===== config.mk =====
export PLATFORM = sky130hd
export DESIGN_NAME = fetch_stage_flat
export DESIGN_NICKNAME = d
export VERILOG_FILES = /design/src/rtl/fetch_stage_if.sv /design/src/rtl/fetch_stage.sv /design/src/flat_wrapper.sv
export SDC_FILE = /design/constraint.sdc
export NUM_CORES = 1
export LEC_CHECK = 0
export ABC_AREA = 1
export BUFFER_PORTS_ARGS = -buffer_cell sky130_fd_sc_hd__buf_2
export CELL_PAD_IN_SITES_DETAIL_PLACEMENT = 0
export CELL_PAD_IN_SITES_GLOBAL_PLACEMENT = 2
export CORE_ASPECT_RATIO = 0.8
export CORE_UTILIZATION = 31
export CTS_BUF_LIST = sky130_fd_sc_hd__clkbuf_4 sky130_fd_sc_hd__clkbuf_8
export CTS_CLUSTER_SIZE = 14
export DETAILED_ROUTE_END_ITERATION = 12
export GPL_TIMING_DRIVEN = 0
export PLACE_DENSITY = 0.84
export SLEW_MARGIN = 0
export SYNTH_ARGS = -nofsm -noshare
export SYNTH_HDL_FRONTEND = slang
export SYNTH_SLANG_ARGS = --single-unit

===== constraint.sdc =====
create_clock -name clk -period 4.6 [get_ports clk]
set_input_delay 0.46 -clock clk [delete_from_list [all_inputs] [get_ports clk]]
set_output_delay 0.46 -clock clk [all_outputs]
set_load 0.03 [all_outputs]

===== src/rtl/fetch_stage_if.sv =====
// Instruction-memory bus between the fetch stage and instruction memory.
//   imem_req   : fetch stage requests a word
//   imem_addr  : word address, held stable while imem_req is high
//   imem_ack   : request completes at this edge, imem_rdata valid
//   imem_rdata : instruction word
// master = fetch stage, slave = instruction memory.
interface fetch_stage_if;
    logic        imem_req;
    logic [31:0] imem_addr;
    logic        imem_ack;
    logic [31:0] imem_rdata;

    modport master (output imem_req, output imem_addr, input imem_ack, input imem_rdata);
    modport slave  (input imem_req, input imem_addr, output imem_ack, output imem_rdata);
endinterface


===== src/rtl/fetch_stage.sv =====
// MIPS instruction fetch stage.
// Owns the fetch PC, issues word requests over a req/ack bus that tolerates
// wait states, and presents one instruction per cycle to IF/ID. Handles
// hazard stalls and decode redirects, including redirects that land while a
// request is still outstanding (the old request is completed and discarded).
// Ports:
//   clk, rst            : clock, synchronous active-high reset
//   stall               : IF/ID will not take the presented instruction
//   redirect/_pc        : taken branch / jump target (bits [1:0] ignored)
//   imem                : instruction-memory bus (master side)
//   instruction         : presented word, 0 whenever inst_valid=0
//   inst_valid          : presented word is real
//   inst_pc, pc_plus4   : address of presented word and that address + 4
module fetch_stage #(
    parameter logic [31:0] RESET_PC = 32'h0000_0000
) (
    input  logic               clk,
    input  logic               rst,
    input  logic               stall,
    input  logic               redirect,
    input  logic [31:0]        redirect_pc,
    fetch_stage_if.master      imem,
    output logic [31:0]        instruction,
    output logic               inst_valid,
    output logic [31:0]        inst_pc,
    output logic [31:0]        pc_plus4
);

    // BUSY: request outstanding on the right path.
    // DROP: request outstanding whose data must be thrown away.
    typedef enum logic [1:0] {IDLE, BUSY, DROP} state_t;

    state_t      state, state_nx;
    logic [31:0] pc, pend_pc, tgt;
    logic        issue, req, ack_edge, take;

    assign tgt = {redirect_pc[31:2], 2'b00};

    always_comb begin
        // Only start a request when the output slot is empty or draining,
        // so an ack can always be written without a skid buffer.
        issue    = (state == IDLE) && !redirect && (!inst_valid || !stall);
        req      = !rst && ((state != IDLE) || issue);
        ack_edge = req && imem.imem_ack;
        take     = ack_edge && (state != DROP) && !redirect;
        state_nx = state;
        if (ack_edge)
            state_nx = IDLE;
        else if (req)
            state_nx = (redirect || state == DROP) ? DROP : BUSY;
    end

    assign imem.imem_req  = req;
    assign imem.imem_addr = pc;

    always_ff @(posedge clk) begin
        if (rst) state <= IDLE;
        else     state <= state_nx;
    end

    always_ff @(posedge clk) begin
        if (rst) begin
            pc          <= RESET_PC;
            pend_pc     <= 32'h0;
            instruction <= 32'h0;
            inst_valid  <= 1'b0;
            inst_pc     <= 32'h0;
            pc_plus4    <= 32'h0;
        end else begin
            // pc only moves when no request is outstanding after this edge.
            if (ack_edge)
                pc <= take ? pc + 32'd4 : (redirect ? tgt : pend_pc);
            else if (redirect && !req)
                pc <= tgt;

            // Latest redirect seen while waiting on a wrong-path ack wins.
            if (req && !imem.imem_ack && redirect)
                pend_pc <= tgt;

            if (take) begin
                instruction <= imem.imem_rdata;
                inst_valid  <= 1'b1;
                inst_pc     <= pc;
                pc_plus4    <= pc + 32'd4;
            end else if (redirect || (inst_valid && !stall)) begin
                // Redirect kills the wrong-path word even under stall.
                instruction <= 32'h0;
                inst_valid  <= 1'b0;
            end
        end
    end

endmodule


===== src/flat_wrapper.sv =====
// flat-port wrapper written by rule: the top's interface ports become plain ports
module fetch_stage_flat 
#(
    parameter logic [31:0] RESET_PC = 32'h0000_0000
)
  (clk, rst, stall, redirect, redirect_pc, instruction, inst_valid, inst_pc, pc_plus4, imem_imem_req, imem_imem_addr, imem_imem_ack, imem_imem_rdata);
  fetch_stage_if imem_i ();
  input  logic clk;
  input  logic rst;
  input  logic stall;
  input  logic redirect;
  input  logic [31:0] redirect_pc;
  output logic [31:0] instruction;
  output logic inst_valid;
  output logic [31:0] inst_pc;
  output logic [31:0] pc_plus4;
  output wire logic [$bits(imem_i.imem_req)-1:0] imem_imem_req;
  output wire logic [$bits(imem_i.imem_addr)-1:0] imem_imem_addr;
  input wire logic [$bits(imem_i.imem_ack)-1:0] imem_imem_ack;
  input wire logic [$bits(imem_i.imem_rdata)-1:0] imem_imem_rdata;
  assign imem_imem_req = imem_i.imem_req;
  assign imem_imem_addr = imem_i.imem_addr;
  assign imem_i.imem_ack = imem_imem_ack;
  assign imem_i.imem_rdata = imem_imem_rdata;
  fetch_stage #(.RESET_PC(RESET_PC)) u_core (.clk(clk), .rst(rst), .stall(stall), .redirect(redirect), .redirect_pc(redirect_pc), .imem(imem_i), .instruction(instruction), .inst_valid(inst_valid), .inst_pc(inst_pc), .pc_plus4(pc_plus4));
endmodule

==> reports/results.ini, run 1 <==
[timing]
setup_viol = 0
slew_viol_final = 0
tightest_slew_ns = 0.667
period_share_pct = 44.3
hold_violations = 0
relSlewSlack_pct = 55.5
fmax_ghz = 0.491
fin_tns_setup_ns = 0
period_minus_slack_ns = 2.04
rsz0062_at_grt = no
hold_ws_ns = 0.204
skew_ns = 0.0196

[run]
maxCapViolCount = 0

[floorplanning]
io_pins = 199
placementRows = 49
initial_core_util_pct = 31.5
die_x_um = 171
coreArea_um2 = 22400
die_area_um2 = 23400
die_h_um = 137

[setup_path]
cp-start-kind = register
cp_data_arrival_time_ns = 2.40
worst_r2r_endpoint = u_core.imem.imem_addr[15]$_SDFFE_PP0P_
reg2reg_from = u_core.imem.imem_addr[14]$_SDFFE_PP0P_
path_max_fanout = 6
worst-setup-path-type = reg -> reg
worst_setup_path_end_kind = register
cp_data_required_time_ns = 4.96
reg2regPathDepth = 9
regToRegSetupSlack_ns = 2.56

[worst_hold_path]
holdCritStartpoint = imem_imem_ack
min_path_type = in -> reg
holdPathEnd = u_core.state[1]$_SDFFE_PP0N_
holdPathStages = 2

[cts]
post_cts_buffers = 0
cts_tree = built
clock_path_buffers = 2
cts_buffers = 17
cts-resized-gates = 0
cts.sinks = 155
hold_buffers = 0
htreeDepth = 4
clock_insertion_delay_worst_skew_ns = 0.48
clk_pin_slew_ns = 0.09
clock-root-buffer = clkbuf_8

[global_routing]
grt.total_usage_pct = 22.2
antenna_found_initial = 1
grt_pass1_wl_mm = 38.8
grt_max_degree = 17
grt_overflow_total = 0
grt_pass1_vias = 6672

[power_and_ir_drop]
power_density_nw_per_um2 = 333
leakagePower_nw = 3.99
power.total_mw = 2.94
peakVddDrop_uv = 144

[layout]
area_delta_synth_final_pct = 24.9
final_area_um2 = 8820
drive_above_1_share_pct = 21.3
nets = 1326
fillerInstances = 2523
layout_common_cells = nand2_1 (287), buf_2 (217), a21oi_1 (161)
final_core_util_pct = 39.3
multi_input_area_um2 = 3390
final_common_cell = nand2_1
register_area_um2 = 3100

[yosys]
yosys.area_share.simple_pct = 26.7
synth_seq_cells = 155
yosysUniqueCellTypes = 26
yosysSeqAreaShare_pct = 43.9
synth_area_um2 = 7060
synth_mux_area_share_pct = 1.13
async_flop_share_pct = 0
ys.warnings.count = 0
synth_top_family_by_area = simple AND/OR/NAND/NOR gates
synthXorXnorAreaFrac_pct = 1.12
ys.flop_type = dfxtp_1
synth.avg_cell_area_um2 = 6.78
synth_fa_ha_area_share_pct = 0.177
synth_edf_count = 0
netlist_instances = 1042
synth_compound_area_share_pct = 18.5

[route]
vias = 7437
wire_per_inst_um = 16.5
drc_errors = 0
avgViaCountPerCell = 4.72
final_antenna_net_count = 0
first_iter_violations = 474
drt_wl_total_mm = 26.1
drtPass1Iterations = 7

[placed_design]
place_congestion = 0.881
dp_hpwl_mm = 20.3
port_buffers = 190
dpl-instance-area_um2 = 8420

[status]
status = completed

## sequential cells by signal, summed over array words and instances (netlist names)
signal and count:
u_core.state 2, u_core.pc_plus4 30, u_core.inst_pc 30, u_core.instruction 32, u_core.pend_pc 30, u_core.inst_valid 1
u_core.imem.imem_addr 30
## critical path, cell delays in order (launching register included)
cell	delay, ns
dfxtp_1	0.49
nand2_1	0.15
nor2_1	0.20
nand2_1	0.13
nor2_1	0.17
nor2_1	0.06
o21ai_0	0.49
nand2_1	0.10
nand2_1	0.09
a21oi_1	0.05
## cells by family (layout without fill, tap and decap cells)
| group | Yosys count | count (layout) |
|---|---|---|
| AO/OA/AOI/OAI | 261 | 261 |
| adder cells (fa/ha/maj) | 1 | 1 |
| multiplexers | 8 | 8 |
| flip-flops | 155 | 155 |
| XOR/XNOR | 9 | 9 |
| other | 1 | 7 |
| buffers and inverters | 136 | 358 |
| AND/OR/NAND/NOR | 471 | 471 |
## layout make-up
cell class | count | share of cell area (%)
antenna | 1 | 0.0284
buffer | 68 | 3.83
clock buffer | 18 | 2.74
clock inverter | 14 | 1.84
inverter | 68 | 2.89
multi-input combinational | 756 | 38.4
sequential | 155 | 35.2
tap | 306 | 4.34
timing repair buffer | 190 | 10.8
## power breakdown
group	switching, mW	total (mW)	internal (mW)
clock	0.576	1.08	0.501
sequential	0.0541	1.44	1.39
combinational	0.296	0.420	0.124
total	0.926	2.94	2.01
## through the flow
step	worst slack (ns)	std cells
after floorplan	2.83	1047
after global placement	2.23	1543
after detailed placement	2.19	1543
after CTS	2.58	1575
after global routing	2.35	1575
final	2.56	1576
## synth_stat cells, types with 4 or more instances
cell type | number | area, um2
a21oi_1 | 161 | 806
buf_2 | 27 | 135
buf_4 | 9 | 67.6
clkbuf_1 | 30 | 113
dfxtp_1 | 155 | 3100
inv_1 | 64 | 240
mux2i_1 | 8 | 80.1
nand2_1 | 287 | 1080
nand3_1 | 56 | 280
nor2_1 | 116 | 435
nor3_1 | 4 | 20.0
o21ai_0 | 90 | 450
o21ai_1 | 9 | 45.0
xor2_1 | 6 | 52.6
## layer usage
layer / part of all wire [%] / up-vias / global-route usage, %
met5: 0 / - / 0
met4: 0.72 / 0 / 3.90
met3: 6.7 / 12 / 5.21
met2: 42 / 242 / 32.2
met1: 51 / 3386 / 33.2
li1: - / 3797 / -
## how the worst max path moves through the flow
stage,from,to,slack (ns),depth (start not counted)
2_1_floorplan,u_core.imem.imem_addr[3]$_SDFFE_PP0P_,u_core.imem.imem_addr[26]$_SDFFE_PP0P_,2.83,12
3_3_place_gp,rst,u_core.imem.imem_addr[6]$_SDFFE_PP0P_,2.23,8
3_5_place_dp,rst,u_core.imem.imem_addr[6]$_SDFFE_PP0P_,2.19,8
4_1_cts,u_core.inst_valid$_SDFFE_PP0P_,imem_imem_req,2.58,6
5_1_grt,u_core.imem.imem_addr[3]$_SDFFE_PP0P_,u_core.imem.imem_addr[16]$_SDFFE_PP0P_,2.35,9
6_report,u_core.imem.imem_addr[14]$_SDFFE_PP0P_,u_core.imem.imem_addr[15]$_SDFFE_PP0P_,2.56,9
No activity file was read; power rests on OpenSTA's default activity.
==> inputs of run 2 (changes only) <==
--- a/config.mk
+++ b/config.mk
@@ -10,12 +10,12 @@
 export CELL_PAD_IN_SITES_DETAIL_PLACEMENT = 0
 export CELL_PAD_IN_SITES_GLOBAL_PLACEMENT = 2
 export CORE_ASPECT_RATIO = 0.8
-export CORE_UTILIZATION = 31
+export CORE_UTILIZATION = 26
 export CTS_BUF_LIST = sky130_fd_sc_hd__clkbuf_4 sky130_fd_sc_hd__clkbuf_8
 export CTS_CLUSTER_SIZE = 14
 export DETAILED_ROUTE_END_ITERATION = 12
 export GPL_TIMING_DRIVEN = 0
-export PLACE_DENSITY = 0.84
+export PLACE_DENSITY = 0.75
 export SLEW_MARGIN = 0
 export SYNTH_ARGS = -nofsm -noshare
 export SYNTH_HDL_FRONTEND = slang
==> constraint.sdc (replaced) <==
create_clock -name clk -period 1.75 [get_ports clk]
set_input_delay 0.175 -clock clk [delete_from_list [all_inputs] [get_ports clk]]
set_output_delay 0.175 -clock clk [all_outputs]
set_load 0.03 [all_outputs]
==> reports/results.ini, run 2 (synthesized netlist as in run 1, its figures left out) <==
[floorplanning]
initial_core_util_pct = 26.7
die_h_um = 149
die_area_um2 = 27800
io_pins = 199
die_x_um = 186
placementRows = 53
coreArea_um2 = 26500

[setup_path]
worst_r2r_endpoint = u_core.imem.imem_addr[8]$_SDFFE_PP0P_
crit_family = simple AND/OR/NAND/NOR gates
cp-start-kind = register
worst_setup_path_end_kind = register
cp_data_arrival_time_ns = 2.06
critPathMostFrequentCell = nand2_1
reg2regPathDepth = 9
path_max_fanout = 4
regToRegSetupSlack_ns = 0.08
worst-setup-path-type = reg -> reg
cp_data_required_time_ns = 2.14
endpoint = u_core.imem.imem_addr[8]$_SDFFE_PP0P_
crit_chain = ha_4, nand3_1, nor2_4, buf_4, xor2_1, nand2_1, o21ai_1, nand2_1, a21oi_1
cp_slowest_cell = dfxtp_4
critical_path_buf_inv_count = 1
path_depth = 9
reg2reg_from = u_core.imem.imem_addr[3]$_SDFFE_PP0P_
cp-startpoint = u_core.imem.imem_addr[3]$_SDFFE_PP0P_
critPathMaxStageDelay_ns = 0.39

[cts]
cts_buffers = 17
clock_insertion_delay_worst_skew_ns = 0.47
cts.sinks = 155
cts_tree = built
htreeDepth = 4
clock-root-buffer = clkbuf_8
clock_path_buffers = 2
clk_pin_slew_ns = 0.09

[timing]
setup_viol = 0
skew_ns = 0.0159
fmax_ghz = 0.598
rsz0062_at_grt = yes
relSlewSlack_pct = 56.5
slew_viol_final = 0
tightest_slew_ns = 0.653
period_minus_slack_ns = 1.67
finalWorstSetupSlack_ns = 0.0783
period_share_pct = 95.5
hold_violations = 0

[run]
maxCapViolCount = 0

[layout]
drive_above_1_share_pct = 26.3
fillerInstances = 2910
finalNonFillerCells = 1669
area_delta_synth_final_pct = 36.7
nets = 1369
final_common_cell = nand2_1
largest_reg_flops = 32
largest_register = u_core.instruction
final_area_um2 = 9660
layout_common_cells = nand2_1 (278), buf_2 (206), a21oi_1 (159)

[placed_design]
place_congestion = 0.841
dp.cells = 1594
dp_hpwl_mm = 21.7
port_buffers = 190
dpl-instance-area_um2 = 8480
place_ws_ns = -0.462

[route]
vias = 7514
first_iter_violations = 432
wire_per_inst_um = 16.8
drtPass1Iterations = 5
avgViaCountPerCell = 4.50
final_antenna_net_count = 0
drt_wl_total_mm = 28.1
drc_errors = 0

[global_routing]
grt_pass1_vias = 6926
antenna_found_initial = 0
grt_max_degree = 17
grt_pass1_wl_mm = 41.6
grt_overflow_total = 0
grt.total_usage_pct = 20.1

[worst_hold_path]
min_path_type = in -> reg

[status]
status = completed

[power_and_ir_drop]
leakagePower_nw = 4.28
power_density_nw_per_um2 = 827
peakVddDrop_uv = 430

-- run 2: worst min-delay path by stage --
| stage | from | depth (start not counted) | endpoint | slack (ns) |
|---|---|---|---|---|
| 3_3_place_gp | imem_imem_ack | 2 | u_core.state[1]$_SDFFE_PP0N_ | 0.40 |
| 5_1_grt | redirect_pc[11] | 3 | u_core.pend_pc[11]$_SDFFE_PP0P_ | 0.009 |
| 2_1_floorplan | imem_imem_ack | 1 | u_core.state[1]$_SDFFE_PP0N_ | 0.25 |
| 4_1_cts | redirect_pc[11] | 3 | u_core.pend_pc[11]$_SDFFE_PP0P_ | 0.006 |
| 6_report | redirect_pc[3] | 3 | u_core.pend_pc[3]$_SDFFE_PP0P_ | 0.05 |
| 3_5_place_dp | imem_imem_ack | 2 | u_core.state[1]$_SDFFE_PP0N_ | 0.41 |
-- run 2: per-layer routing --
layer	part of all wire [%]	wire, um	global-route usage (%)
met2	43	12200	29.6
met5	0	0	0
met1	51	14500	30.2
met3	4.5	1260	3.80
met4	0.70	197	3.89
-- run 2: worst register-to-register path, delay by kind of cell, from the launching register on --
| family | cells | cell delay, ns |
|---|---|---|
| AND/OR/NAND/NOR | 4 | 0.55 |
| flip-flops | 1 | 0.39 |
| XOR/XNOR | 1 | 0.16 |
| AO/OA/AOI/OAI | 2 | 0.21 |
| buffers and inverters | 1 | 0.13 |
| adder cells (fa/ha/maj) | 1 | 0.16 |
-- run 2: layout make-up --
class	count	area, um2	area share (%)
repair buffers	234	1400	14.5
well taps	357	447	4.63
diodes	1	2.50	0.0259
clock inverters	12	163	1.68
flip-flops and latches	155	3160	32.8
inverters	68	263	2.72
plain buffers	67	399	4.13
clock buffers	19	262	2.71
multi-input cells	756	3560	36.9
-- run 2: what timing repair did --
| item | in CTS | in global routing |
|---|---|---|
| pin swaps | 2 | 16 |
| endpoints found under the hold margin | 34 | 0 |
| gates resized for setup | 37 | 83 |
| hold buffers | 33 | 0 |
| endpoints found under the setup margin | 75 | 146 |
| buffers inserted | 0 | 10 |
| gates cloned | 0 | 1 |
-- run 2: where the power goes --
group	leakage (nW)	internal, mW	switching (mW)
clock	0.197	1.49	1.47
sequential	1.27	3.65	0.150
combinational	2.81	0.405	0.820
total	4.28	5.54	2.44
-- run 2: through the flow --
stage / power, mW / hold slack [ns] / util (%) / TNS (ns)
CTS: 8.01 / 0.00643 / 35.2 / -0.753
floorplan: 4.53 / 0.247 / - / 0
detailed placement: 4.99 / 0.410 / 32.1 / -16.95
global placement: 4.99 / 0.404 / 32.1 / -17.22
global route: 8.34 / 0.00859 / 36.5 / -0.303
finish: 7.99 / 0.0493 / 36.5 / 0
==> inputs of run 3 (changes only) <==
--- a/config.mk
+++ b/config.mk
@@ -10,12 +10,13 @@
 export CELL_PAD_IN_SITES_DETAIL_PLACEMENT = 0
 export CELL_PAD_IN_SITES_GLOBAL_PLACEMENT = 2
 export CORE_ASPECT_RATIO = 0.8
-export CORE_UTILIZATION = 26
+export CORE_UTILIZATION = 29
 export CTS_BUF_LIST = sky130_fd_sc_hd__clkbuf_4 sky130_fd_sc_hd__clkbuf_8
 export CTS_CLUSTER_SIZE = 14
 export DETAILED_ROUTE_END_ITERATION = 12
 export GPL_TIMING_DRIVEN = 0
-export PLACE_DENSITY = 0.75
+export HOLD_SLACK_MARGIN = 0.08
+export PLACE_DENSITY = 0.79
 export SLEW_MARGIN = 0
 export SYNTH_ARGS = -nofsm -noshare
 export SYNTH_HDL_FRONTEND = slang
==> constraint.sdc (replaced) <==
create_clock -name clk -period 1.6 [get_ports clk]
set_input_delay 0.16 -clock clk [delete_from_list [all_inputs] [get_ports clk]]
set_output_delay 0.16 -clock clk [all_outputs]
set_load 0.03 [all_outputs]
==> reports/results.ini, run 3 (synthesized netlist as in run 1, its figures left out) <==
[layout]
final_common_cell = nand2_1
nets = 1408
fillerInstances = 2544
area_delta_synth_final_pct = 49.2
final_area_um2 = 10500
largest_register = u_core.instruction
layout_common_cells = nand2_1 (235), buf_2 (193), a21oi_1 (131)
drive_above_1_share_pct = 35.2
finalNonFillerCells = 1663
final_core_util_pct = 44.6
largest_reg_flops = 32
antenna_cells = 0

[cts]
htreeDepth = 4
clock-root-buffer = clkbuf_8
cts_tree = built
clock_path_buffers = 2
clk_pin_slew_ns = 0.09
cts.sinks = 155
cts_buffers = 17
clock_insertion_delay_worst_skew_ns = 0.46

[timing]
hold_violations = 0
finalWorstSetupSlack_ns = -0.0182
fin_tns_setup_ns = -0.0504
tightest_slew_ns = 0.702
relSlewSlack_pct = 53.2
period_share_pct = 101
fmax_ghz = 0.618
period_minus_slack_ns = 1.62
setup_viol = 3
rsz0062_at_grt = yes
hold_ws_ns = 0.0945
slew_viol_final = 0
skew_ns = 0.0119

[route]
wire_per_inst_um = 16.8
first_iter_violations = 422
vias = 7759
drt_wl_total_mm = 28.0
drtPass1Iterations = 6
drc_errors = 0
avgViaCountPerCell = 4.67
final_antenna_net_count = 0

[placed_design]
dpl-instance-area_um2 = 8440
place_ws_ns = -0.554
dp_hpwl_mm = 20.9
port_buffers = 190
place_congestion = 0.886
dp.cells = 1549

[global_routing]
grt_pass1_vias = 7114
grt_max_degree = 17
grt_pass1_wl_mm = 41.7
grt.total_usage_pct = 22.1
grt_overflow_total = 0
antenna_found_initial = 0

[setup_path]
path_max_fanout = 6
critical_path_buf_inv_count = 4
cp_data_arrival_time_ns = 1.94
cp-start-kind = register
critPathMostFrequentCell = nand2_1
crit_family = simple AND/OR/NAND/NOR gates
worst_setup_path_end_kind = register
worst-setup-path-type = reg -> reg
critPathMaxStageDelay_ns = 0.33
crit_chain = nand2_1, nand2_1, nand2_2, nand3_4, nor2_4, buf_6, buf_12, buf_8, clkbuf_16, o21ai_2, nand2_1, a21oi_1
cp_data_required_time_ns = 1.92
cp_slowest_cell = dfxtp_2

[status]
status = finished with violations
failed_checks = setup timing

[power_and_ir_drop]
power.total_mw = 8.78
power_density_nw_per_um2 = 833
peakVddDrop_uv = 550
leakagePower_nw = 4.63

[worst_hold_path]
min_path_type = in -> reg

[floorplanning]
coreArea_um2 = 23600
io_pins = 199
placementRows = 50
initial_core_util_pct = 29.9
die_h_um = 142
die_area_um2 = 25000
die_x_um = 176

[run]
maxCapViolCount = 0

==> run 3: changes by cell type in the layout (fill, tap and decap cells not counted), moves of 14 or more <==
| cell | change |
|---|---|
| nand2_1 | -43 |
| nand2_2 | +31 |
| a21oi_1 | -28 |
| a21oi_2 | +28 |
| buf_4 | +19 |
| dlygate4sd3_1 | +19 |
| nor2_1 | -14 |
==> run 3: repair_timing <==
action	in CTS	in global routing
setup endpoints to repair	144	153
hold buffers	52	0
resized for setup	123	172
buffers inserted	21	10
pin swaps	8	45
hold endpoints to repair	54	0
cloned	2	2
==> run 3: layout make-up <==
class / instances / area [um2] / share of cell area (%)
repair buffers: 275 / 1810 / 17.2
multi-input cells: 756 / 3990 / 37.8
plain buffers: 65 / 497 / 4.71
clock inverters: 15 / 163 / 1.54
flip-flops and latches: 155 / 3200 / 30.4
inverters: 68 / 255 / 2.42
clock buffers: 17 / 234 / 2.22
well taps: 312 / 390 / 3.70
==> run 3: power by group <==
part | total [mW] | internal, mW | switching [mW]
Sequential | 4.14 | 3.98 | 0.158
Clock | 3.09 | 1.41 | 1.67
Combinational | 1.55 | 0.563 | 0.984
==> run 3: worst min-delay path, delay by kind of cell <==
kind / cells / cell delay, ns
AO/OA/AOI/OAI: 1 / 0.05
AND/OR/NAND/NOR: 2 / 0.18
buffers and inverters: 2 / 0.13
==> run 3: path summary, 6_finish.rpt <==
check | start | to | slack (ns) | cells after the start
worst max-delay path | u_core.inst_valid$_SDFFE_PP0P_ | u_core.imem.imem_addr[6]$_SDFFE_PP0P_ | -0.02 | 12
worst min-delay path | redirect_pc[16] | u_core.pend_pc[16]$_SDFFE_PP0P_ | 0.09 | 5
worst max register to register | u_core.inst_valid$_SDFFE_PP0P_ | u_core.imem.imem_addr[6]$_SDFFE_PP0P_ | -0.02 | 12
worst min register to register | u_core.pend_pc[12]$_SDFFE_PP0P_ | u_core.pend_pc[12]$_SDFFE_PP0P_ | 0.45 | 2
==> run 3: layer usage <==
layer,wire length [um],part of all wire (%),track usage [%]
met1,14100,50,33.4
met2,12100,43,31.9
met3,1550,5.5,4.34
met4,197,0.70,4.45
met5,0,0,0
